`config.mk`:
```
export PLATFORM = sky130hd
export DESIGN_NAME = alu_op_sequencer
export DESIGN_NICKNAME = d
export VERILOG_FILES = /design/src/rtl/alu_op_sequencer.sv
export SDC_FILE = /design/constraint.sdc
export NUM_CORES = 1
export LEC_CHECK = 0
export BUFFER_PORTS_ARGS = -buffer_cell sky130_fd_sc_hd__buf_4
export CORE_MARGIN = 2
export CORE_UTILIZATION = 47
export CTS_CLUSTER_SIZE = 10
export DETAILED_ROUTE_END_ITERATION = 10
export GPL_ROUTABILITY_DRIVEN = 0
export GPL_TIMING_DRIVEN = 0
export PLACE_DENSITY = 0.78
export RECOVER_POWER = 25
export SYNTH_ARGS = -nofsm -noshare
export SYNTH_HDL_FRONTEND = slang
export SYNTH_SLANG_ARGS = --single-unit
export TNS_END_PERCENT = 20
```
`constraint.sdc`:
```
create_clock -name clock -period 1.6 [get_ports clock]
set_clock_uncertainty 0.1 [all_clocks]
set_input_delay 0.32 -clock clock [delete_from_list [all_inputs] [get_ports clock]]
set_output_delay 0.32 -clock clock [all_outputs]
set_load 0.01 [all_outputs]
```
`src/rtl/alu_op_sequencer.sv`:
```
// rtl/alu_op_sequencer.sv - multi-cycle X/Y/Z register + ULA control sequencer
module alu_op_sequencer #(
    parameter int SHAMT_W = 3
) (
    input  logic               clock,
    input  logic               reset_n,
    input  logic               start,
    input  logic [2:0]         instr,
    input  logic [SHAMT_W-1:0] shamt,
    input  logic               opnd_valid,
    output logic               opnd_req,
    output logic               busy,
    output logic               done,
    output logic               err,
    output logic [3:0]         current_state,
    output logic [3:0]         tx,
    output logic [3:0]         ty,
    output logic [3:0]         tz,
    output logic [3:0]         tula
);

    typedef enum logic [3:0] {
        S_IDLE    = 4'd0,
        S_CLRALL  = 4'd1,
        S_FETCH_A = 4'd2,
        S_MOVE_A  = 4'd3,
        S_FETCH_B = 4'd4,
        S_SHIFT   = 4'd5,
        S_EXEC    = 4'd6,
        S_DONE    = 4'd7
    } state_t;

    localparam logic [3:0] R_CLEAR  = 4'd0;
    localparam logic [3:0] R_LOAD   = 4'd1;
    localparam logic [3:0] R_HOLD   = 4'd2;
    localparam logic [3:0] R_SHIFTR = 4'd3;

    localparam logic [3:0] U_ADD   = 4'd0;
    localparam logic [3:0] U_SUB   = 4'd1;
    localparam logic [3:0] U_AND   = 4'd2;
    localparam logic [3:0] U_OR    = 4'd3;
    localparam logic [3:0] U_PASSY = 4'd4;

    localparam logic [2:0] OP_CLR = 3'd0;
    localparam logic [2:0] OP_ADD = 3'd1;
    localparam logic [2:0] OP_SUB = 3'd2;
    localparam logic [2:0] OP_AND = 3'd3;
    localparam logic [2:0] OP_OR  = 3'd4;
    localparam logic [2:0] OP_SHR = 3'd5;
    localparam logic [2:0] OP_RSV = 3'd7;

    state_t             state;
    logic [2:0]         op_q;
    logic [SHAMT_W-1:0] cnt;
    logic               err_q;

    always_ff @(posedge clock or negedge reset_n) begin
        if (!reset_n) begin
            state <= S_IDLE;
            op_q  <= 3'd0;
            cnt   <= '0;
            err_q <= 1'b0;
        end else begin
            case (state)
                S_IDLE: begin
                    if (start) begin
                        op_q <= instr;
                        cnt  <= shamt;
                        if (instr == OP_CLR) begin
                            state <= S_CLRALL;
                        end else if (instr == OP_RSV) begin
                            state <= S_DONE;
                            err_q <= 1'b1;
                        end else begin
                            state <= S_FETCH_A;
                        end
                    end
                end
                S_CLRALL: state <= S_DONE;
                S_FETCH_A: begin
                    if (opnd_valid) state <= S_MOVE_A;
                end
                S_MOVE_A: begin
                    case (op_q)
                        OP_ADD, OP_SUB, OP_AND, OP_OR: state <= S_FETCH_B;
                        OP_SHR: state <= (cnt != '0) ? S_SHIFT : S_EXEC;
                        default: state <= S_EXEC;
                    endcase
                end
                S_FETCH_B: begin
                    if (opnd_valid) state <= S_EXEC;
                end
                S_SHIFT: begin
                    // Leaving on cnt==1 makes the shift phase last exactly shamt cycles.
                    cnt <= cnt - SHAMT_W'(1);
                    if (cnt == SHAMT_W'(1)) state <= S_EXEC;
                end
                S_EXEC: state <= S_DONE;
                S_DONE: begin
                    err_q <= 1'b0;
                    state <= S_IDLE;
                end
                default: state <= S_IDLE;
            endcase
        end
    end

    always_comb begin
        tx       = R_HOLD;
        ty       = R_HOLD;
        tz       = R_HOLD;
        tula     = U_ADD;
        opnd_req = 1'b0;
        done     = 1'b0;
        err      = 1'b0;
        case (state)
            S_CLRALL: begin
                tx = R_CLEAR;
                ty = R_CLEAR;
                tz = R_CLEAR;
            end
            S_FETCH_A, S_FETCH_B: begin
                // X loads only in the cycle the operand bus actually holds data.
                opnd_req = 1'b1;
                tx       = opnd_valid ? R_LOAD : R_HOLD;
            end
            S_MOVE_A: ty = R_LOAD;
            S_SHIFT:  ty = R_SHIFTR;
            S_EXEC: begin
                tz = R_LOAD;
                case (op_q)
                    OP_ADD:  tula = U_ADD;
                    OP_SUB:  tula = U_SUB;
                    OP_AND:  tula = U_AND;
                    OP_OR:   tula = U_OR;
                    default: tula = U_PASSY;
                endcase
            end
            S_DONE: begin
                done = 1'b1;
                err  = err_q;
            end
            default: ;
        endcase
    end

    assign busy          = (state != S_IDLE);
    assign current_state = state;

endmodule

```
==> out/results.txt <==
CP endpoint kind: output port
Comb pwr share: 0.746
CP Max Fanout: 7
Core ar.: 1710 sq um
CTS root buffer: clkbuf_4
Iteration-0 DRC Markers: 32
Buffers on Ports: 25
Post-synthesis register bit count: 10
First-pass GRT wire length: 3770 um
Avg Synthesized Cell Area: 8.45 sq um
Fmax: 550 MHz
Hold Crit Class: in -> reg
Register share of total power: 0.190
Sequential fraction of the synthesis area: 0.296
Vias in the first global route: 848
CTS H-tree depth: 1
Post-layout worst setup margin: -0.217 ns
Synth area leaders: dfrtp_1, buf_4, nand2_1
Clock Tree Buf Depth: 2
Final min period: 1.82 ns
Switching power total: 1.14 mW
WP data arrival: 1.40 ns
Cell taking the most area after synthesis: dfrtp_1
Final Non-Filler Cells: 173
Area of the multi-input gates: 587 sq um
Synth warn: 0
Vias per inst: 5.30
Synthesized instance count: 100
Fin crit share: 1.14
CP max stage delay: 0.42 ns
Register area: 256 sq um
Internal power: 1.48 mW
Synth top cells by count: nand2_1, buf_4, dfrtp_1
Drt drc: 0
Main synth FF type: dfrtp_1
Startpoint types: flip-flop
CTS clk-pin slew, worst paths: 0.06 ns
Die Y: 46.4 um
P_leak: 0.631 nW
Critical-path cell list: buf_8 -> xnor2_4 -> nor3b_4 -> a21oi_1 -> buf_4
Asr flop ratio synth: 1.00
Distinct cells, synth: 40
# setup viols final: 15
Most common cell in the netlist: nand2_1
Antenna diode count: 0
Drt wl/cell: 15.0 um
Max-cap viol count: 0
Hold WS: 0.202 ns
CTS tree: done
First-pass iteration count of the detailed router: 4
WP buf/inv: 2
Synth-to-Final Area Change: 57.6%
Nets: 163
Unrepaired setup endpoints after global routing: true
Total global-route track usage: 0.254
Largest net degree at the start of global routing: 11
Horiz. Die Dim: 46.4 um
Critical path class: reg -> out
Initial Util: 0.495
Fillers: 133
Pwr per Cell Area: 1970 nW/um^2
Clock share of power: 0.064
FP Rows: 15
Top cell type's share of synthesized area: 0.296
Final WL: 2600 um
Post-Place Worst Slack: -0.125 ns
Worst rel slew slack: 0.623
Initial antenna violation count: 0
Total Power: 2.63 mW
Slew Viols, Final: 0
Inst Count DP: 157
I/O pin count: 34
Delay-heaviest family, CP: flip-flops
Clock Latency Late Sink: 0.27 ns
Final antenna-violating net count: 0
Total gr overflow: 0
Vias: 917
Share of cells above drive strength 1: 0.514
Failing checks: setup timing
Post-DP HPWL: 1480 um
Slowest stage cell on the critical path: dfrtp_2
Post-synth EDFFs: 0
Sw Share: 0.436
Final-report hold violation count: 0
Peak supply drop: 0.00119 V
Clock sinks: 10
Die area: 2150 sq um
Status: complete, but fails checks
Worst-margin pin slew: 0.565 ns
CTS Buf Count: 3
Cell area after synthesis: 845 sq um
CP required: 1.18 ns
repair_timing:
item                       in CTS  in global routing
pin swaps                       3                  3
setup endpoints to repair      14                 17
resized for setup              21                  8
hold endpoints to repair       10                  0
buffers inserted               11                  2
gates cloned                    0                  0
hold buffers                    1                  0
sequential cells by signal, summed over array words and instances, names as in the netlist:
signal,count
err_q,1
op_q,3
current_state,3
cnt,3
routing by layer:
| metal | up-vias | global-route usage | share of wire |
|---|---|---|---|
| met5 | - | 0 | 0 |
| li1 | 436 | - | - |
| met2 | 48 | 0.444 | 0.52 |
| met1 | 425 | 0.295 | 0.39 |
| met4 | 0 | 0.0800 | 0.023 |
| met3 | 8 | 0.0706 | 0.065 |
worst reg2reg max path, delay by kind of cell, from the launching register on:
kind                   cells  cell delay, ns
and+or+nand+nor            1            0.48
buffers and inverters      2            0.27
muxes                      2            0.33
DFF                        1            0.39
final timing paths:
| path | from | end | slack [ns] | depth (start not counted) |
|---|---|---|---|---|
| max | current_state[2]$_DFFE_PN0P_ | tx[1] | -0.22 | 5 |
| max reg2reg | current_state[0]$_DFFE_PN0P_ | cnt[1]$_DFFE_PN0P_ | -0.10 | 5 |
| max in group asynchronous | reset_n | current_state[2]$_DFFE_PN0P_ | 0.54 | 2 |
| min | instr[0] | op_q[0]$_DFFE_PN0P_ | 0.20 | 3 |
| min reg2reg | err_q$_DFFE_PN0P_ | err_q$_DFFE_PN0P_ | 0.40 | 2 |
| min in group asynchronous | reset_n | current_state[0]$_DFFE_PN0P_ | 0.45 | 2 |
cell families after synthesis:
kind of cell             count (synthesis)  synth area share
AND/OR/NAND/NOR                         41             0.292
AO/OA/AOI/OAI                           21             0.175
buffers and inverters                   20             0.144
flip-flops                              10             0.296
adder cells (fa/ha/maj)                  3            0.0444
XOR/XNOR                                 2            0.0207
multiplexers                             2            0.0237
other                                    1           0.00444
layout by cell type (no fill, tap or decap), drive strengths merged, types with 3 or more instances in the layout:
| master | netlist | layout |
|---|---|---|
| buf | 12 | 49 |
| nand2 | 11 | 11 |
| dfrtp | 10 | 10 |
| conb | 1 | 8 |
| inv | 7 | 7 |
| nor2 | 7 | 7 |
| a21oi | 5 | 5 |
| nand2b | 4 | 4 |
| clkbuf | 1 | 4 |
| a31oi | 3 | 3 |
| ha | 3 | 3 |
power groups by stage:
stage                     Sequential [mW]  Clock, mW  Combinational (mW)
after floorplan                     0.517          0               0.866
after global placement              0.525          0                1.29
after detailed placement            0.534          0                1.32
after CTS                           0.485      0.173                1.78
after global routing                0.509      0.193                2.10
final                               0.498      0.168                1.96
final cells by class:
type	instances	share of cell area
timing repair buffer	39	0.222
tap	25	0.0235
clock buffer	3	0.0169
buffer	12	0.0846
multi-input combinational	77	0.441
sequential	10	0.193
inverter	7	0.0197
through the flow:
stage / instance area [sq um] / util / setup TNS, ns
6_report: 1330 / 0.779 / -1.96
5_1_grt: 1330 / 0.779 / -2.85
4_1_cts: 1290 / 0.753 / -1.66
3_5_place_dp: 1100 / 0.642 / -0.529
3_3_place_gp: 1100 / 0.642 / -0.421
2_1_floorplan: 878 / - / -0.0251
No activity file was read; power rests on OpenSTA's default activity.
